<file path="src/rtl/four_banks_byte_writer_if.sv">
// ---------------------------------------------------------------------------
// four_banks_byte_writer_if
// Byte-stream input and four-bank masked write bus of the byte writer.
//   in_valid/in_ready/in_data/bank_sel/byte_sel/in_last/flush : byte source side
//   wr_we/wr_data/wr_be/wr_ack                                : bank side
// Modports:
//   slave  : the byte writer itself
//   master : the environment (byte source plus the four banks)
// ---------------------------------------------------------------------------
interface four_banks_byte_writer_if;
  logic        in_valid;
  logic        in_ready;
  logic [7:0]  in_data;
  logic [1:0]  bank_sel;
  logic [1:0]  byte_sel;
  logic        in_last;
  logic        flush;
  logic [3:0]  wr_we;
  logic [31:0] wr_data;
  logic [3:0]  wr_be;
  logic [3:0]  wr_ack;

  modport slave (
    input  in_valid, in_data, bank_sel, byte_sel, in_last, flush, wr_ack,
    output in_ready, wr_we, wr_data, wr_be
  );

  modport master (
    output in_valid, in_data, bank_sel, byte_sel, in_last, flush, wr_ack,
    input  in_ready, wr_we, wr_data, wr_be
  );
endinterface

</file>
<file path="src/rtl/four_banks_byte_writer.sv">
// ---------------------------------------------------------------------------
// four_banks_byte_writer
// Packs a tagged byte stream into a 32-bit staging word with byte enables and
// issues one masked write to one of four banks, held until that bank acks or
// the write times out.
// Ports:
//   wb_clk_i : clock
//   rst_n    : asynchronous active-low reset
//   bus      : byte stream in, masked bank write out (slave modport)
//   busy     : FSM not idle
//   err      : sticky write-timeout flag
//   err_clr  : clears err (a timeout in the same cycle keeps it set)
//
// state | meaning
// ------+-------------------------------------------------------------
// IDLE  | staging word empty, waiting for the first byte
// FILL  | staging word partly filled, merging bytes for the same bank
// WRITE | strobe asserted to stage bank, waiting for ack or timeout
// ---------------------------------------------------------------------------
module four_banks_byte_writer #(
  parameter int TIMEOUT = 16,
  parameter int CNT_W   = 5
) (
  input  logic                     wb_clk_i,
  input  logic                     rst_n,
  four_banks_byte_writer_if.slave  bus,
  output logic                     busy,
  output logic                     err,
  input  logic                     err_clr
);

  typedef enum logic [1:0] {IDLE = 2'd0, FILL = 2'd1, WRITE = 2'd2} state_t;

  state_t           state_q,      state_d;
  logic [1:0]       stage_bank_q, stage_bank_d;
  logic [31:0]      stage_data_q, stage_data_d;
  logic [3:0]       stage_be_q,   stage_be_d;
  logic             pend_v_q,     pend_v_d;
  logic [7:0]       pend_data_q,  pend_data_d;
  logic [1:0]       pend_bank_q,  pend_bank_d;
  logic [1:0]       pend_lane_q,  pend_lane_d;
  logic             pend_last_q,  pend_last_d;
  logic [CNT_W-1:0] cnt_q,        cnt_d;
  logic             err_q,        err_d;
  logic [3:0]       wr_we_q,      wr_we_d;
  logic [31:0]      wr_data_q,    wr_data_d;
  logic [3:0]       wr_be_q,      wr_be_d;

  logic        accept;
  logic        word_done;
  logic        ack_hit;
  logic        expired;
  logic [31:0] in_word;
  logic [3:0]  in_be;

  function automatic logic [31:0] be_to_mask(input logic [3:0] be);
    return {{8{be[3]}}, {8{be[2]}}, {8{be[1]}}, {8{be[0]}}};
  endfunction

  assign bus.in_ready = (state_q != WRITE);
  assign accept       = bus.in_valid & bus.in_ready;
  assign in_be        = 4'b0001 << bus.byte_sel;
  assign in_word      = {24'd0, bus.in_data} << {bus.byte_sel, 3'b000};
  assign word_done    = bus.in_last | (bus.byte_sel == 2'd3);
  assign ack_hit      = bus.wr_ack[stage_bank_q];
  assign expired      = (cnt_q == CNT_W'(TIMEOUT - 1));

  always_comb begin
    state_d      = state_q;
    stage_bank_d = stage_bank_q;
    stage_data_d = stage_data_q;
    stage_be_d   = stage_be_q;
    pend_v_d     = pend_v_q;
    pend_data_d  = pend_data_q;
    pend_bank_d  = pend_bank_q;
    pend_lane_d  = pend_lane_q;
    pend_last_d  = pend_last_q;
    cnt_d        = cnt_q;
    err_d        = err_q & ~err_clr;

    case (state_q)
      IDLE: begin
        if (accept) begin
          stage_bank_d = bus.bank_sel;
          stage_data_d = in_word;
          stage_be_d   = in_be;
          state_d      = word_done ? WRITE : FILL;
        end
      end

      FILL: begin
        if (accept && (bus.bank_sel == stage_bank_q)) begin
          stage_data_d = (stage_data_q & ~be_to_mask(in_be)) | in_word;
          stage_be_d   = stage_be_q | in_be;
          if (word_done || bus.flush) state_d = WRITE;
        end else if (accept) begin
          // Byte for another bank: park it and flush the current word first.
          pend_v_d    = 1'b1;
          pend_data_d = bus.in_data;
          pend_bank_d = bus.bank_sel;
          pend_lane_d = bus.byte_sel;
          pend_last_d = bus.in_last;
          state_d     = WRITE;
        end else if (bus.flush) begin
          state_d = WRITE;
        end
      end

      WRITE: begin
        if (ack_hit || expired) begin
          // An ack arriving in the expiry cycle still counts as success.
          if (!ack_hit) err_d = 1'b1;
          cnt_d = '0;
          if (pend_v_q) begin
            pend_v_d     = 1'b0;
            stage_bank_d = pend_bank_q;
            stage_data_d = {24'd0, pend_data_q} << {pend_lane_q, 3'b000};
            stage_be_d   = 4'b0001 << pend_lane_q;
            state_d      = (pend_last_q || (pend_lane_q == 2'd3)) ? WRITE : FILL;
          end else begin
            stage_data_d = '0;
            stage_be_d   = '0;
            state_d      = IDLE;
          end
        end else begin
          cnt_d = cnt_q + CNT_W'(1);
        end
      end

      default: state_d = IDLE;
    endcase

    // Outputs are registered from next-state so the strobe rises the cycle
    // after the completing byte and falls the cycle after the ack.
    if (state_d == WRITE) begin
      wr_we_d   = 4'b0001 << stage_bank_d;
      wr_data_d = stage_data_d & be_to_mask(stage_be_d);
      wr_be_d   = stage_be_d;
    end else begin
      wr_we_d   = '0;
      wr_data_d = '0;
      wr_be_d   = '0;
    end
  end

  always_ff @(posedge wb_clk_i or negedge rst_n) begin
    if (!rst_n) begin
      state_q      <= IDLE;
      stage_bank_q <= '0;
      stage_data_q <= '0;
      stage_be_q   <= '0;
      pend_v_q     <= 1'b0;
      pend_data_q  <= '0;
      pend_bank_q  <= '0;
      pend_lane_q  <= '0;
      pend_last_q  <= 1'b0;
      cnt_q        <= '0;
      err_q        <= 1'b0;
      wr_we_q      <= '0;
      wr_data_q    <= '0;
      wr_be_q      <= '0;
    end else begin
      state_q      <= state_d;
      stage_bank_q <= stage_bank_d;
      stage_data_q <= stage_data_d;
      stage_be_q   <= stage_be_d;
      pend_v_q     <= pend_v_d;
      pend_data_q  <= pend_data_d;
      pend_bank_q  <= pend_bank_d;
      pend_lane_q  <= pend_lane_d;
      pend_last_q  <= pend_last_d;
      cnt_q        <= cnt_d;
      err_q        <= err_d;
      wr_we_q      <= wr_we_d;
      wr_data_q    <= wr_data_d;
      wr_be_q      <= wr_be_d;
    end
  end

  assign bus.wr_we   = wr_we_q;
  assign bus.wr_data = wr_data_q;
  assign bus.wr_be   = wr_be_q;
  assign busy        = (state_q != IDLE);
  assign err         = err_q;

endmodule

</file>
<file path="src/flat_wrapper.sv">
// flat-port wrapper written by rule: the top's interface ports become plain ports
module four_banks_byte_writer_flat 
#(
  parameter int TIMEOUT = 16,
  parameter int CNT_W   = 5
)
  (wb_clk_i, rst_n, busy, err, err_clr, bus_in_valid, bus_in_data, bus_bank_sel, bus_byte_sel, bus_in_last, bus_flush, bus_wr_ack, bus_in_ready, bus_wr_we, bus_wr_data, bus_wr_be);
  four_banks_byte_writer_if bus_i ();
  input  logic wb_clk_i;
  input  logic rst_n;
  output logic busy;
  output logic err;
  input  logic err_clr;
  input wire logic [$bits(bus_i.in_valid)-1:0] bus_in_valid;
  input wire logic [$bits(bus_i.in_data)-1:0] bus_in_data;
  input wire logic [$bits(bus_i.bank_sel)-1:0] bus_bank_sel;
  input wire logic [$bits(bus_i.byte_sel)-1:0] bus_byte_sel;
  input wire logic [$bits(bus_i.in_last)-1:0] bus_in_last;
  input wire logic [$bits(bus_i.flush)-1:0] bus_flush;
  input wire logic [$bits(bus_i.wr_ack)-1:0] bus_wr_ack;
  output wire logic [$bits(bus_i.in_ready)-1:0] bus_in_ready;
  output wire logic [$bits(bus_i.wr_we)-1:0] bus_wr_we;
  output wire logic [$bits(bus_i.wr_data)-1:0] bus_wr_data;
  output wire logic [$bits(bus_i.wr_be)-1:0] bus_wr_be;
  assign bus_i.in_valid = bus_in_valid;
  assign bus_i.in_data = bus_in_data;
  assign bus_i.bank_sel = bus_bank_sel;
  assign bus_i.byte_sel = bus_byte_sel;
  assign bus_i.in_last = bus_in_last;
  assign bus_i.flush = bus_flush;
  assign bus_i.wr_ack = bus_wr_ack;
  assign bus_in_ready = bus_i.in_ready;
  assign bus_wr_we = bus_i.wr_we;
  assign bus_wr_data = bus_i.wr_data;
  assign bus_wr_be = bus_i.wr_be;
  four_banks_byte_writer #(.TIMEOUT(TIMEOUT), .CNT_W(CNT_W)) u_core (.wb_clk_i(wb_clk_i), .rst_n(rst_n), .bus(bus_i), .busy(busy), .err(err), .err_clr(err_clr));
endmodule
</file>
<file path="config.mk">
export PLATFORM = sky130hd
export DESIGN_NAME = four_banks_byte_writer_flat
export DESIGN_NICKNAME = d
export VERILOG_FILES = /design/src/rtl/four_banks_byte_writer_if.sv /design/src/rtl/four_banks_byte_writer.sv /design/src/flat_wrapper.sv
export SDC_FILE = /design/constraint.sdc
export NUM_CORES = 1
export LEC_CHECK = 0
export ABC_AREA = 0
export ABC_CLOCK_PERIOD_IN_PS = 7450
export BUFFER_PORTS_ARGS = -buffer_cell sky130_fd_sc_hd__buf_2
export CAP_MARGIN = 0
export CORE_ASPECT_RATIO = 2
export CORE_MARGIN = 1.5
export CORE_UTILIZATION = 50
export CTS_BUF_LIST = sky130_fd_sc_hd__clkbuf_4 sky130_fd_sc_hd__clkbuf_8
export CTS_CLUSTER_DIAMETER = 150
export CTS_CLUSTER_SIZE = 10
export DETAILED_ROUTE_END_ITERATION = 10
export PLACE_DENSITY = 0.71
export SLEW_MARGIN = 20
export SYNTH_ARGS = -nofsm -noshare
export SYNTH_HDL_FRONTEND = slang
export SYNTH_SLANG_ARGS = --single-unit
</file>
<file path="constraint.sdc">
create_clock -name wb_clk_i -period 7.45 [get_ports wb_clk_i]
set_input_delay 1.1175 -clock wb_clk_i [delete_from_list [all_inputs] [get_ports wb_clk_i]]
set_output_delay 1.1175 -clock wb_clk_i [all_outputs]
set_load 0.1 [all_outputs]
</file>
==> flow_summary.ini <==
[clock_tree]
clk_pin_slew_worst_paths_ns = 0.10
clk_latency_ns = 0.38
cts_setup_buffers = 0
cts-resized-gates = 0
cts-buffers-inserted = 9
cts_tree = done
htreeDepth = 3
cts.sink_count = 100
cts_root_buffer = clkbuf_8
postCtsHoldBufs = 0
cts_buffer_depth = 2

[global_routing]
grt_pass1_wl_um = 19200
overflow = 0
grt_antenna_before_repair = 0
track_usage = 0.253
use_met1 = 0.271
busiest_layer = met2
use_met3 = 0.0420
grt_pass1_vias = 3767
grt_max_degree = 59
grtUsageMet2 = 0.450

[die]
num_rows = 49
start_util = 0.517
fp.dieW_um = 71.2
dieArea_mm2 = 0.00993
die_h_um = 139
pin_count = 65
coreArea_mm2 = 0.00901

[sta]
whs_ns = 0.472
skew_ns = 0.0122
slew_headroom = 0.346
layout_min_cycle_time_ns = 3.23
slew_viol_final = 0
worst_pin_slew_ns = 0.976
fin_crit_sh = 0.433
fmax_mhz = 310
rsz0062_at_grt = false
setup-violations-final = 0
finalSetupTns_ns = 0
hold_violations = 0

[critical_path]
crit_top_cell = ha_1
crit_chain = ha_1 > and3_1 > ha_1 > or2_0 > o22ai_4 > a221o_1 > nand2_1 > a211oi_1
path_buf_inv = 0
critPathMaxStageDelay_ns = 0.45
critPathLaunchType = flop
crit_path_end_kind = flop
cp_max_fo = 21
cp_top_family = compound AO/OA/AOI/OAI gates
required_ns = 7.71
cp_data_arrival_time_ns = 3.48
crit_type = flop to flop
crit_path_top_delay_cell = nand2_1

[logic_synthesis]
synth-edff-count = 0
synth_nets = 448
postSynthCellCount = 424
ys_async_sr_fraction = 1.00
netlist_area_mm2 = 0.00466
ys_top_cells_by_count = 100 x dfrtp_1, 49 x nand2_1, 31 x nor2_1
synth.most_common_cell = dfrtp_1
synthTopCellsByArea = dfrtp_1 54%, nand2_1 4.0%, mux2_2 3.4%
synth_warnings = 0
yosysSeqAreaShare = 0.537
ys.flop_type = dfrtp_1
yosysTopAreaCellShare = 0.537
synth.distinct_cells = 66
yosysTopAreaCell = dfrtp_1
synth_area_per_cell_um2 = 11.0
ys_seq_elements = 100

[drt]
via_per_inst = 6.31
drtAntennaViolNets = 0
wire_per_inst_um = 20.5
drc = 0
wirelength_um = 12200
drt_pass1_iterations = 6
via_count = 3734
drtIter0Drc = 334

[layout]
fillers = 800
final_nets = 509
n_antenna_cell = 0
drive_above_1_share = 0.245
multiInputGateArea_mm2 = 0.00196
seqCellArea_mm2 = 0.00250
fin_util = 0.582
layout.cells.non_filler = 592
area_growth_pct = 12.6

[power]
power.total_mw = 2.11
vdd_drop_max_v = 0.000190
power_leakage_nw = 2.58
pwr_density_cell_mw_per_mm2 = 402

[run_status]
status = complete, no violations

[place]
dp.cells = 576
gp_congestion = 0.971
io_buffers = 64
hpwlAfterDp_um = 8940

[flow_run]
maxCapViolations = 0

[hold_path]
worstHoldPathType = flop to flop
==> metal layers <==
metal	wire, um	vias up
met5	0	-
met4	591	0
met3	498	34
met2	6720	140
met1	4360	1876
li1	-	1684
==> state kept, by name (all words and copies together), names as in the netlist, 4 cells and up <==
| register | cells |
|---|---|
| u_core.cnt_q | 5 |
| u_core.bus.wr_we | 4 |
| u_core.pend_data_q | 8 |
| u_core.stage_be_q | 4 |
| u_core.bus.wr_data | 32 |
| u_core.stage_data_q | 32 |
| u_core.bus.wr_be | 4 |
==> worst min-delay path: stages (launching register included) <==
cell     delay, ns
dfrtp_1       0.33
nand2_1       0.06
nand2_1       0.06
==> cell families after synthesis <==
group,after synthesis,synth area share
AO/OA/AOI/OAI,112,0.206
XOR/XNOR,4,0.00753
adder cells (fa/ha/maj),2,0.00537
buffers and inverters,45,0.0406
flip-flops,100,0.537
multiplexers,20,0.0513
AND/OR/NAND/NOR,141,0.152
==> layout make-up <==
class,instances,area share
Clock inverter,7,0.0146
Clock buffer,9,0.0236
Tap cell,102,0.0243
Inverter,29,0.0208
Sequential cell,100,0.477
Multi-Input combinational cell,279,0.375
Timing Repair Buffer,66,0.0645
==> per-stage QoR <==
step | cell area (um^2) | setup slack [ns]
after floorplan | 4660 | 4.90
after global placement | 5040 | 4.25
after detailed placement | 5040 | 4.12
after CTS | 5240 | 4.29
after global routing | 5240 | 4.02
final | 5240 | 4.22
==> cell usage in the layout (no fill, tap or decap), drive strengths merged, types with 5 or more instances in the layout <==
cell    count
a311oi      5
mux2i       5
and2        8
clkbuf      9
o21ai      18
inv        30
nor2b      10
nor3        9
dfrtp     100
mux2       15
nor2       31
nand3       5
a221oi     11
buf        66
a21oi      11
nand2b      8
nor4        8
o22ai       5
a211oi     18
nand2      49
a222oi      8
a32oi      14
==> power by group <==
part	internal, mW	total [mW]	leakage, nW	switching [mW]
logic	0.253	0.931	1.14	0.678
registers	0.679	0.824	1.34	0.144
clock network	0.157	0.352	0.0894	0.196
==> worst paths after layout <==
path                                                  startpoint                                 to  slack [ns]  cells after the start
max in group asynchronous                                  rst_n   u_core.bus.wr_data[11]$_DFF_PN0_        5.58                      2
worst max-delay path                 u_core.cnt_q[0]$_DFFE_PN0N_   u_core.bus.wr_data[17]$_DFF_PN0_        4.22                      8
worst min-delay path            u_core.stage_data_q[9]$_DFF_PN0_   u_core.stage_data_q[9]$_DFF_PN0_        0.47                      2
worst max register to register       u_core.cnt_q[0]$_DFFE_PN0N_   u_core.bus.wr_data[17]$_DFF_PN0_        4.22                      8
min in group asynchronous                                  rst_n  u_core.pend_lane_q[1]$_DFFE_PN0P_        0.72                      1
worst min register to register  u_core.stage_data_q[9]$_DFF_PN0_   u_core.stage_data_q[9]$_DFF_PN0_        0.47                      2
Note: power is estimated with default switching activity, not from simulation.
